--- src/rtl/rtc_display_scan.sv ---
// rtc_display_scan: six-digit multiplexed 7-segment scanner for the stopwatch
// counter chain (mm.ss.cc). A snapshot register can be frozen by the lap
// button, and every digit slot starts with a short all-anodes-off gap.
//
// Optional feature: define RTC_DISP_LZB_EN to blank leading zeros of the
// minutes field (evaluated on the snapshot).

module rtc_display_scan #(
    parameter int unsigned SCAN_DIV = 50000,
    parameter int unsigned BLANK    = 2
) (
    input  logic       clk,
    input  logic       aclr,
    input  logic [3:0] ml,
    input  logic [3:0] mh,
    input  logic [3:0] sl,
    input  logic [3:0] sh,
    input  logic [3:0] msl,
    input  logic [3:0] msh,
    input  logic       hold,
    output logic       frozen,
    output logic [5:0] an,
    output logic [6:0] seg,
    output logic       dp
);

    localparam int unsigned PCNT_W = (SCAN_DIV > 1) ? $clog2(SCAN_DIV) : 1;
    localparam logic [PCNT_W-1:0] PCNT_LAST = PCNT_W'(SCAN_DIV - 1);

    localparam logic [5:0] AN_OFF  = 6'h3F;
    localparam logic [6:0] SEG_OFF = 7'h7F;

    // Segment patterns {g,f,e,d,c,b,a}, active-low.
    function automatic logic [6:0] decode7(input logic [3:0] d);
        logic [6:0] s;
        case (d)
            4'd0:    s = 7'b1000000;
            4'd1:    s = 7'b1111001;
            4'd2:    s = 7'b0100100;
            4'd3:    s = 7'b0110000;
            4'd4:    s = 7'b0011001;
            4'd5:    s = 7'b0010010;
            4'd6:    s = 7'b0000010;
            4'd7:    s = 7'b1111000;
            4'd8:    s = 7'b0000000;
            4'd9:    s = 7'b0010000;
            default: s = 7'b0111111;  // non-BCD shown as a dash
        endcase
        return s;
    endfunction

    logic [PCNT_W-1:0] pcntQ, pcntD;
    logic [2:0]        idxQ, idxD;
    logic              holdQ;
    logic              frozenQ, frozenD;
    logic [23:0]       snapQ, snapD;
    logic              lastTick;
    logic              holdRise;
    logic              blankNow;
    logic [3:0]        digit;
    logic [5:0]        anD;
    logic [6:0]        segD;
    logic              dpD;

    assign frozen = frozenQ;

    // Next-state for snapshot/freeze and the scan counters.
    always_comb begin
        holdRise = hold & ~holdQ;
        frozenD  = frozenQ ^ holdRise;
        // Load decision uses the pre-toggle freeze state, so a lap edge
        // captures the inputs of the very cycle it is detected in.
        snapD    = frozenQ ? snapQ : {mh, ml, sh, sl, msh, msl};
        lastTick = (pcntQ == PCNT_LAST);
        pcntD    = lastTick ? '0 : pcntQ + PCNT_W'(1);
        idxD     = idxQ;
        if (lastTick) begin
            idxD = (idxQ == 3'd5) ? 3'd0 : idxQ + 3'd1;
        end
    end

    // Blank gap at the start of each slot; a zero-length gap needs no compare.
    generate
        if (BLANK == 0) begin : gNoBlank
            assign blankNow = 1'b0;
        end else begin : gBlank
            assign blankNow = (pcntQ < PCNT_W'(BLANK));
        end
    endgenerate

    // Select the snapshot nibble for the current digit slot.
    always_comb begin
        digit = snapQ[3:0];
        case (idxQ)
            3'd0:    digit = snapQ[3:0];
            3'd1:    digit = snapQ[7:4];
            3'd2:    digit = snapQ[11:8];
            3'd3:    digit = snapQ[15:12];
            3'd4:    digit = snapQ[19:16];
            3'd5:    digit = snapQ[23:20];
            default: digit = snapQ[3:0];
        endcase
    end

    // Output-stage next values: dark during the gap, else the decoded digit.
    always_comb begin
        anD  = AN_OFF;
        segD = SEG_OFF;
        dpD  = 1'b1;
        if (!blankNow) begin
            anD  = ~(6'b000001 << idxQ);
            segD = decode7(digit);
            // Points after minutes and seconds: mm.ss.cc
            dpD  = !((idxQ == 3'd2) || (idxQ == 3'd4));
`ifdef RTC_DISP_LZB_EN
            if ((idxQ == 3'd5) && (snapQ[23:20] == 4'd0)) begin
                segD = SEG_OFF;
            end
            if ((idxQ == 3'd4) && (snapQ[23:20] == 4'd0) && (snapQ[19:16] == 4'd0)) begin
                segD = SEG_OFF;
                dpD  = 1'b1;
            end
`endif
        end
    end

    // State and registered outputs; aclr clears everything immediately.
    always_ff @(posedge clk or posedge aclr) begin
        if (aclr) begin
            pcntQ   <= '0;
            idxQ    <= 3'd0;
            holdQ   <= 1'b0;
            frozenQ <= 1'b0;
            snapQ   <= 24'd0;
            an      <= AN_OFF;
            seg     <= SEG_OFF;
            dp      <= 1'b1;
        end else begin
            pcntQ   <= pcntD;
            idxQ    <= idxD;
            holdQ   <= hold;
            frozenQ <= frozenD;
            snapQ   <= snapD;
            an      <= anD;
            seg     <= segD;
            dp      <= dpD;
        end
    end

endmodule

--- config.mk ---
export PLATFORM = sky130hd
export DESIGN_NAME = rtc_display_scan
export DESIGN_NICKNAME = d
export VERILOG_FILES = /design/src/rtl/rtc_display_scan.sv
export SDC_FILE = /design/constraint.sdc
export NUM_CORES = 1
export LEC_CHECK = 0
export CORE_MARGIN = 5
export CORE_UTILIZATION = 54
export DETAILED_ROUTE_END_ITERATION = 8
export HOLD_SLACK_MARGIN = 0.1
export PLACE_DENSITY = 0.91
export SYNTH_ARGS = -nofsm -noshare
export SYNTH_HDL_FRONTEND = slang
export SYNTH_SLANG_ARGS = --single-unit
--- constraint.sdc ---
create_clock -name clk -period 3.65 [get_ports clk]
set_clock_uncertainty 0.2 [all_clocks]
set_input_delay 0.73 -clock clk [delete_from_list [all_inputs] [get_ports clk]]
set_output_delay 0.73 -clock clk [all_outputs]
set_load 0.05 [all_outputs]
==> run_results.csv, run 1 <==
group,metric,value,unit
hold_path,hp-class,"flop to flop",
clocking,clock_tree.htree_level_count,3,
floorplan,coreArea,5042,sq um
drt,route.top_layer_used,"met4",
timing,final.setup.tns,0,ps
yosys,synthesis.area,2784,sq um
drt,vias,1944,
timing,final-max-slew-violation-count,0,
clocking,ctsLongestPathBuffers,2,
clocking,postCtsResizedCells,0,
drt,postRouteWirelength,5284,um
yosys,synth_enable_flop_cells,0,
timing,rsz_0062_raised_after_global_routing,"false",
timing,finalWorstSetupSlack,482.9,ps
place,pre_cts_slack,552.4,ps
drt,drc,0,
final_layout,final_nets,316,
power,ir_worst_vdd,0.5754,mV
timing,setup_violations,0,
critical_path,critical_path_arrival,3220,ps
yosys,synth-warning-count,0,
yosys,post-synth-top-area-fraction,40.45,%
timing,fin_crit,3167,ps
drt,met2_length,2475,um
critical_path,crit_path_max_fanout,19,
place,gp_congestion,0.8801,
drt,drtPass1Iterations,5,
critical_path,timing.critical_path.from,"idxQ[2]$_DFFE_PP0N_",
yosys,yosys_most_used_dff,"sky130_fd_sc_hd__dfrtp_1",
critical_path,timing.critical_path.depth,8,
power,power.static_leakage,1.440,nW
outcome,result_of_the_run,"finished clean",
timing,finalHoldWorstSlack,284.0,ps
yosys,post_synth_main_area_contributors,"sky130_fd_sc_hd__dfrtp_1 (40%), sky130_fd_sc_hd__dfstp_2 (13%), sky130_fd_sc_hd__mux2_2 (10%), sky130_fd_sc_hd__xnor2_1 (3.1%), sky130_fd_sc_hd__nor2_1 (2.6%)",
critical_path,reg2reg_from,"idxQ[2]$_DFFE_PP0N_",
timing,timing_hold_violations_final,0,
global_route,grt_start_max_net_pins,31,
critical_path,setup.reg_to_reg.worst_slack,480,ps
floorplan,core.rowCount,26,
global_route,vias_in_the_first_global_route,1928,
final_layout,antennaDiodeCount,0,
power,total_power,2.298,mW
power,power-per-cell-area,666.8,nW/um^2
yosys,ys_seq_elements,59,
global_route,grt_overflow,0,
final_layout,register_area,1494,sq um
critical_path,path_delay_family,"flip-flops",
drt,detail_route_antenna_nets,0,
critical_path,criticalPathCategory,"flop to flop",
drt,routed_wire_length_per_instance,14.72,um
clocking,post-cts-setup-buffers,0,
yosys,mappedNetlistNets,276,
yosys,postSynthCellCount,244,
floorplan,floorplan.initialDensity,55.21,%
final_layout,layout-drive-gt1-share,20.76,%
clocking,clk-insertion-delay-late,340,ps
yosys,synth_sequential_area_ratio,53.66,%
yosys,mean_cell_area_of_the_mapped_netlist,11.41,sq um
timing,slew_headroom,49.49,%
yosys,area_leader_netlist,"sky130_fd_sc_hd__dfrtp_1",
critical_path,critPathLaunchType,"flop",
clocking,clock_pin_slew_on_the_worst_setup_and_hold_paths,70,ps
critical_path,crit_buf_inv,2,
floorplan,floorplan.io_pins,42,
final_layout,multi_input_comb_area,1182,sq um
timing,final.period_utilization,86.77,%
yosys,synth-async-reset-ratio,100.0,%
timing,clock.fmax,315.7,MHz
drt,detailed_route_vias_per_instance,5.415,
final_layout,areaGrowthSynthToFinish,23.82,%
place,port_buffers,41,
critical_path,crit_slowest_cell,"sky130_fd_sc_hd__dfrtp_1",
critical_path,cp-end-kind,"flop",
clocking,cts.root.buffer_cell,"sky130_fd_sc_hd__clkbuf_8",
critical_path,critPathCapture,"seg[3]$_DFF_PP1_",
clocking,cts_tree,"done",
final_layout,num-fill-cells,366,
critical_path,critical_path.cell_chain,"inv_1, ha_1, mux4_1, a32oi_2, inv_1, ha_1, nand2b_1, o2111ai_1",
global_route,grt_pass1_wl,8859,um
critical_path,rr_worst_depth,8,
floorplan,die_area,6691,sq um
place,dpl.hpwl,3823,um
drt,met3RoutedLength,315,um
yosys,yosysUniqueCellTypes,50,
clocking,numCtsBuffers,9,
critical_path,timing.critical_path.required,3700,ps
drt,detail_route.wirelength.met1,2377,um
critical_path,timing.rr.end,"seg[3]$_DFF_PP1_",
timing,worst_margin_pin_slew,754.2,ps
global_route,grt_use_total,18.01,%
clocking,cts_num_sinks,59,
run,max_cap_viols,0,
drt,drt-initial-drc-count,150,
clocking,cts_hold_repair.buffers,0,
floorplan,die_w,81.80,um
critical_path,crit_path_max_incr_delay,710,ps
global_route,antenna_violations_before_repair,0,
floorplan,die_height,81.80,um
[report_power, final]
part / switching [mW] / internal [mW]
clock: 0.245 / 0.351
sequential: 0.0995 / 0.861
combinational: 0.396 / 0.346
total: 0.740 / 1.56
[worst min path at each step]
stage | from | endpoint | slack [ps] | cells past startpoint
after detailed placement | pcntQ[0]$_DFF_PP0_ | pcntQ[0]$_DFF_PP0_ | 280 | 1
after global routing | pcntQ[0]$_DFF_PP0_ | pcntQ[0]$_DFF_PP0_ | 320 | 1
after global placement | pcntQ[0]$_DFF_PP0_ | pcntQ[0]$_DFF_PP0_ | 280 | 1
final | pcntQ[0]$_DFF_PP0_ | pcntQ[0]$_DFF_PP0_ | 280 | 1
after CTS | pcntQ[0]$_DFF_PP0_ | pcntQ[0]$_DFF_PP0_ | 290 | 1
after floorplan | pcntQ[0]$_DFF_PP0_ | pcntQ[0]$_DFF_PP0_ | 250 | 1
[stage by stage]
step | instance area [sq um] | std cells | util, %
after floorplan | 2784 | 244 | -
after global placement | 3243 | 343 | 64.32
after detailed placement | 3243 | 343 | 64.32
after CTS | 3447 | 359 | 68.36
after global routing | 3447 | 359 | 68.36
final | 3447 | 359 | 68.36
[area by class of cell]
class	count	area share [%]
Multi-Input combinational cell	160	34.30
Sequential cell	59	43.34
Clock buffer	12	4.501
Clock inverter	4	1.416
Inverter	11	1.198
Tap cell	70	2.541
Timing Repair Buffer	43	12.70
[layer usage]
layer / GRT usage, % / vias to the layer above
met4: 8.472 / 0
li1: - / 953
met1: 22.77 / 907
met3: 6.469 / 14
met5: 0 / -
met2: 27.54 / 70
[registers in the layout, summed over array words and instances (netlist names)]
register and cells:
snapQ 24, pcntQ 16, frozen 1, dp 1
holdQ 1, an 6, seg 7, idxQ 3
[placed cells by master (no fill, tap or decap), types with 2 or more instances in the layout]
cell                              synthesis  layout
sky130_fd_sc_hd__nor2_1                  19      19
sky130_fd_sc_hd__mux2_2                  25      25
sky130_fd_sc_hd__and2_1                   3       3
sky130_fd_sc_hd__and3_1                   3       3
sky130_fd_sc_hd__nand4_1                  3       3
sky130_fd_sc_hd__nor4_1                   3       3
sky130_fd_sc_hd__nor2b_1                  2       2
sky130_fd_sc_hd__ha_1                     5       5
sky130_fd_sc_hd__inv_1                   11      10
sky130_fd_sc_hd__o21ai_0                  7       7
sky130_fd_sc_hd__dfstp_2                 14      14
sky130_fd_sc_hd__xor2_1                   7       7
sky130_fd_sc_hd__or4_1                    2       2
sky130_fd_sc_hd__xnor2_1                 10      10
sky130_fd_sc_hd__clkbuf_8                 0      11
sky130_fd_sc_hd__nor3b_1                  2       2
sky130_fd_sc_hd__a211oi_1                 5       5
sky130_fd_sc_hd__nor3_1                   3       3
sky130_fd_sc_hd__nand2_1                 14      14
sky130_fd_sc_hd__a21o_1                   2       2
sky130_fd_sc_hd__mux2i_1                  2       2
sky130_fd_sc_hd__a211o_1                  2       2
sky130_fd_sc_hd__a31oi_1                  3       3
sky130_fd_sc_hd__clkdlybuf4s50_1          0      41
sky130_fd_sc_hd__dfrtp_1                 45      45
sky130_fd_sc_hd__nand2b_1                 4       4
sky130_fd_sc_hd__a21oi_1                  5       5
sky130_fd_sc_hd__nand3_1                  9       9
sky130_fd_sc_hd__clkinv_2                 0       2
[cells in the mapped netlist, drive strengths merged, types with 5 or more instances]
master,instances
inv,11
dfrtp,45
a21oi,5
nand2,14
o21ai,8
xnor2,10
xor2,7
buf,8
nand3,9
mux2,25
nor2,19
a211oi,5
ha,5
clkbuf,6
dfstp,14
[cells by family after synthesis]
| kind of cell | after synthesis | synth area share [%] |
|---|---|---|
| AOI/OAI and AO/OA | 38 | 10.02 |
| xor gates and xnor gates | 17 | 5.348 |
| adders and majority gates | 5 | 2.247 |
| buffers and inverters | 25 | 3.865 |
| DFF | 59 | 53.66 |
| muxes | 28 | 11.78 |
| and+or+nand+nor | 72 | 13.08 |
(Power assumes the default switching activity.)
==> inputs of run 2 (changes only) <==
--- a/config.mk
+++ b/config.mk
@@ -5,8 +5,11 @@
 export SDC_FILE = /design/constraint.sdc
 export NUM_CORES = 1
 export LEC_CHECK = 0
+export CELL_PAD_IN_SITES_DETAIL_PLACEMENT = 1
+export CELL_PAD_IN_SITES_GLOBAL_PLACEMENT = 1
 export CORE_MARGIN = 5
-export CORE_UTILIZATION = 54
+export CORE_UTILIZATION = 43
+export CTS_CLUSTER_DIAMETER = 150
 export DETAILED_ROUTE_END_ITERATION = 8
 export HOLD_SLACK_MARGIN = 0.1
 export PLACE_DENSITY = 0.91
==> run 2 against run 1 <==
Flip-flop and latch count did not move. Global-route usage fell by 0.50 points. Cell count rose by 2.2%. Register-to-register slack got worse by 90 ps. Largest cell class unchanged. Sequential share of layout area barely moved. Via count rose by 4.3%. Combinational power rose by 4.6%.
==> run_results.csv, run 2 (synthesis results as in run 1) <==
group,metric,value,unit
outcome,result_of_the_run,"finished clean",
clocking,cts.root.buffer_cell,"sky130_fd_sc_hd__clkbuf_8",
run,max_cap_viols,0,
final_layout,num-fill-cells,679,
power,power.clock.fraction,25.7,%
clocking,ctsLongestPathBuffers,2,
power,power-per-cell-area,681.5,nW/um^2
clocking,clk-insertion-delay-late,350,ps
floorplan,floorplan.io_pins,42,
global_route,antenna_violations_before_repair,0,
floorplan,coreArea,6314,sq um
drt,vias,2027,
place,port_buffers,41,
critical_path,timing.critical_path.required,3710,ps
place,dpl.hpwl,4875,um
final_layout,areaGrowthSynthToFinish,23.91,%
critical_path,cp-end-kind,"flop",
floorplan,floorplan.initialDensity,44.09,%
clocking,clock_pin_slew_on_the_worst_setup_and_hold_paths,70,ps
drt,drc,0,
power,cell_internal_pwr,1.541,mW
clocking,clock_tree.htree_level_count,3,
global_route,vias_in_the_first_global_route,2208,
critical_path,path_delay_family,"flip-flops",
final_layout,most-common-layout-cells,"sky130_fd_sc_hd__dfrtp_1 (45), sky130_fd_sc_hd__clkdlybuf4s50_1 (41), sky130_fd_sc_hd__mux2_2 (25), sky130_fd_sc_hd__nor2_1 (19)",
power,netSwitchingPower,810.2,uW
timing,rsz_0062_raised_after_global_routing,"false",
critical_path,crit_buf_inv,2,
final_layout,stdcell_count,367,
final_layout,antennaDiodeCount,0,
final_layout,layout-drive-gt1-share,21.38,%
critical_path,crit_path_max_fanout,19,
drt,detail_route_antenna_nets,0,
floorplan,die_w,90.46,um
floorplan,die_height,90.46,um
critical_path,crit_slowest_cell,"sky130_fd_sc_hd__dfrtp_1",
timing,worst_margin_pin_slew,854.9,ps
critical_path,critPathLaunchType,"flop",
final_layout,layout.core_utilization,54.64,%
power,total_power,2.351,mW
timing,setup_violations,0,
clocking,cts_num_sinks,59,
clocking,cts_tree,"done",
power,power.static_leakage,1.424,nW
clocking,post-cts-setup-buffers,0,
drt,drt-initial-drc-count,86,
final_layout,post-route-cell-area,3450,sq um
drt,drtPass1Iterations,4,
place,gp_congestion,0.8287,
drt,routed_wire_length_per_instance,18.45,um
hold_path,hp-class,"flop to flop",
critical_path,criticalPathCategory,"flop to flop",
global_route,grt_start_max_net_pins,26,
power,sequentialPowerShare,41.2,%
final_layout,largest_register_ffs,24,
place,post-place-cells,351,
timing,final.setup.tns,0,ps
clocking,numCtsBuffers,9,
timing,slew_headroom,42.74,%
timing,timing_hold_violations_final,0,
final_layout,multi_input_comb_area,1182,sq um
floorplan,core.rowCount,29,
global_route,grt_pass1_wl,11180,um
timing,final.period_utilization,89.32,%
drt,detailed_route_vias_per_instance,5.523,
final_layout,final_nets,317,
critical_path,crit_path_max_incr_delay,720,ps
critical_path,critical_path_arrival,3320,ps
final_layout,registers.top_by_ff_count,"snapQ",
clocking,postCtsResizedCells,0,
global_route,grt_overflow,0,
final_layout,register_area,1494,sq um
timing,fin_crit,3260,ps
final_layout,largestRegisters,"snapQ x24, pcntQ x16, seg x7",
place,detailed_place.area,3247,sq um
timing,clock.fmax,306.7,MHz
power,p_comb_share,33.0,%
floorplan,die_area,8183,sq um
power,power.switching_fraction,34.46,%
global_route,grt_use_total,17.51,%
final_layout,final_common_cell,"sky130_fd_sc_hd__dfrtp_1",
timing,final-max-slew-violation-count,0,
power,ir_worst_vdd,0.6817,mV
clocking,cts_hold_repair.buffers,0,
critical_path,critical_path.cell_chain,"inv_1, ha_1, mux4_1, a32oi_2, inv_1, ha_1, nand2b_1, o2111ai_1",
drt,postRouteWirelength,6771,um
==> run 2: cell types whose count changed in the layout (fill, tap and decap cells not counted) <==
cell / before / now
sky130_fd_sc_hd__clkinv_4: 1 / 0
sky130_fd_sc_hd__clkinvlp_4: 0 / 4
sky130_fd_sc_hd__clkbuf_8: 11 / 10
sky130_fd_sc_hd__buf_12: 1 / 0
sky130_fd_sc_hd__clkbuf_1: 1 / 0
sky130_fd_sc_hd__buf_4: 1 / 3
sky130_fd_sc_hd__clkinv_2: 2 / 1
==> run 2: area by class of cell <==
cell class / instances / share of cell area (%)
Sequential cell: 59 / 43.31
Multi-Input combinational cell: 160 / 34.28
Timing Repair Buffer: 44 / 12.55
Clock buffer: 10 / 3.990
Tap cell: 77 / 2.793
Clock inverter: 6 / 1.886
Inverter: 11 / 1.197
==> run 2: per-layer routing <==
metal / routed length, um / track usage [%] / up-vias
li1: - / - / 941
met1: 2825 / 20.74 / 1015
met2: 3431 / 29.00 / 54
met3: 321 / 4.500 / 17
met4: 193 / 9.181 / 0
met5: 0 / 0 / -
==> run 2: metrics by stage <==
step	setup slack, ps	hold slack (ps)
after global placement	650.2	273.8
after floorplan	901.4	254.7
after detailed placement	479.4	292.9
after global routing	151.7	310.2
final	389.7	299.6
after CTS	403.1	302.2
==> run 2: worst paths after layout <==
kind | end | from | slack (ps) | cells after the start
worst max-delay path | seg[3]$_DFF_PP1_ | idxQ[2]$_DFFE_PP0N_ | 390 | 8
worst min-delay path | pcntQ[0]$_DFF_PP0_ | pcntQ[0]$_DFF_PP0_ | 300 | 1
worst max register to register | seg[3]$_DFF_PP1_ | idxQ[2]$_DFFE_PP0N_ | 390 | 8
worst min register to register | pcntQ[0]$_DFF_PP0_ | pcntQ[0]$_DFF_PP0_ | 300 | 1
max in group asynchronous | an[5]$_DFF_PP1_ | aclr | 1980 | 3
min in group asynchronous | pcntQ[13]$_DFF_PP0_ | aclr | 540 | 2
==> run 2: power by group through the flow <==
stage | clock (mW) | sequential (mW) | combinational, mW
after floorplan | 0 | 1.08 | 0.423
after global placement | 0 | 0.967 | 0.730
after detailed placement | 0 | 0.980 | 0.773
after CTS | 0.619 | 0.969 | 0.787
after global routing | 0.659 | 0.987 | 0.835
final | 0.605 | 0.970 | 0.776
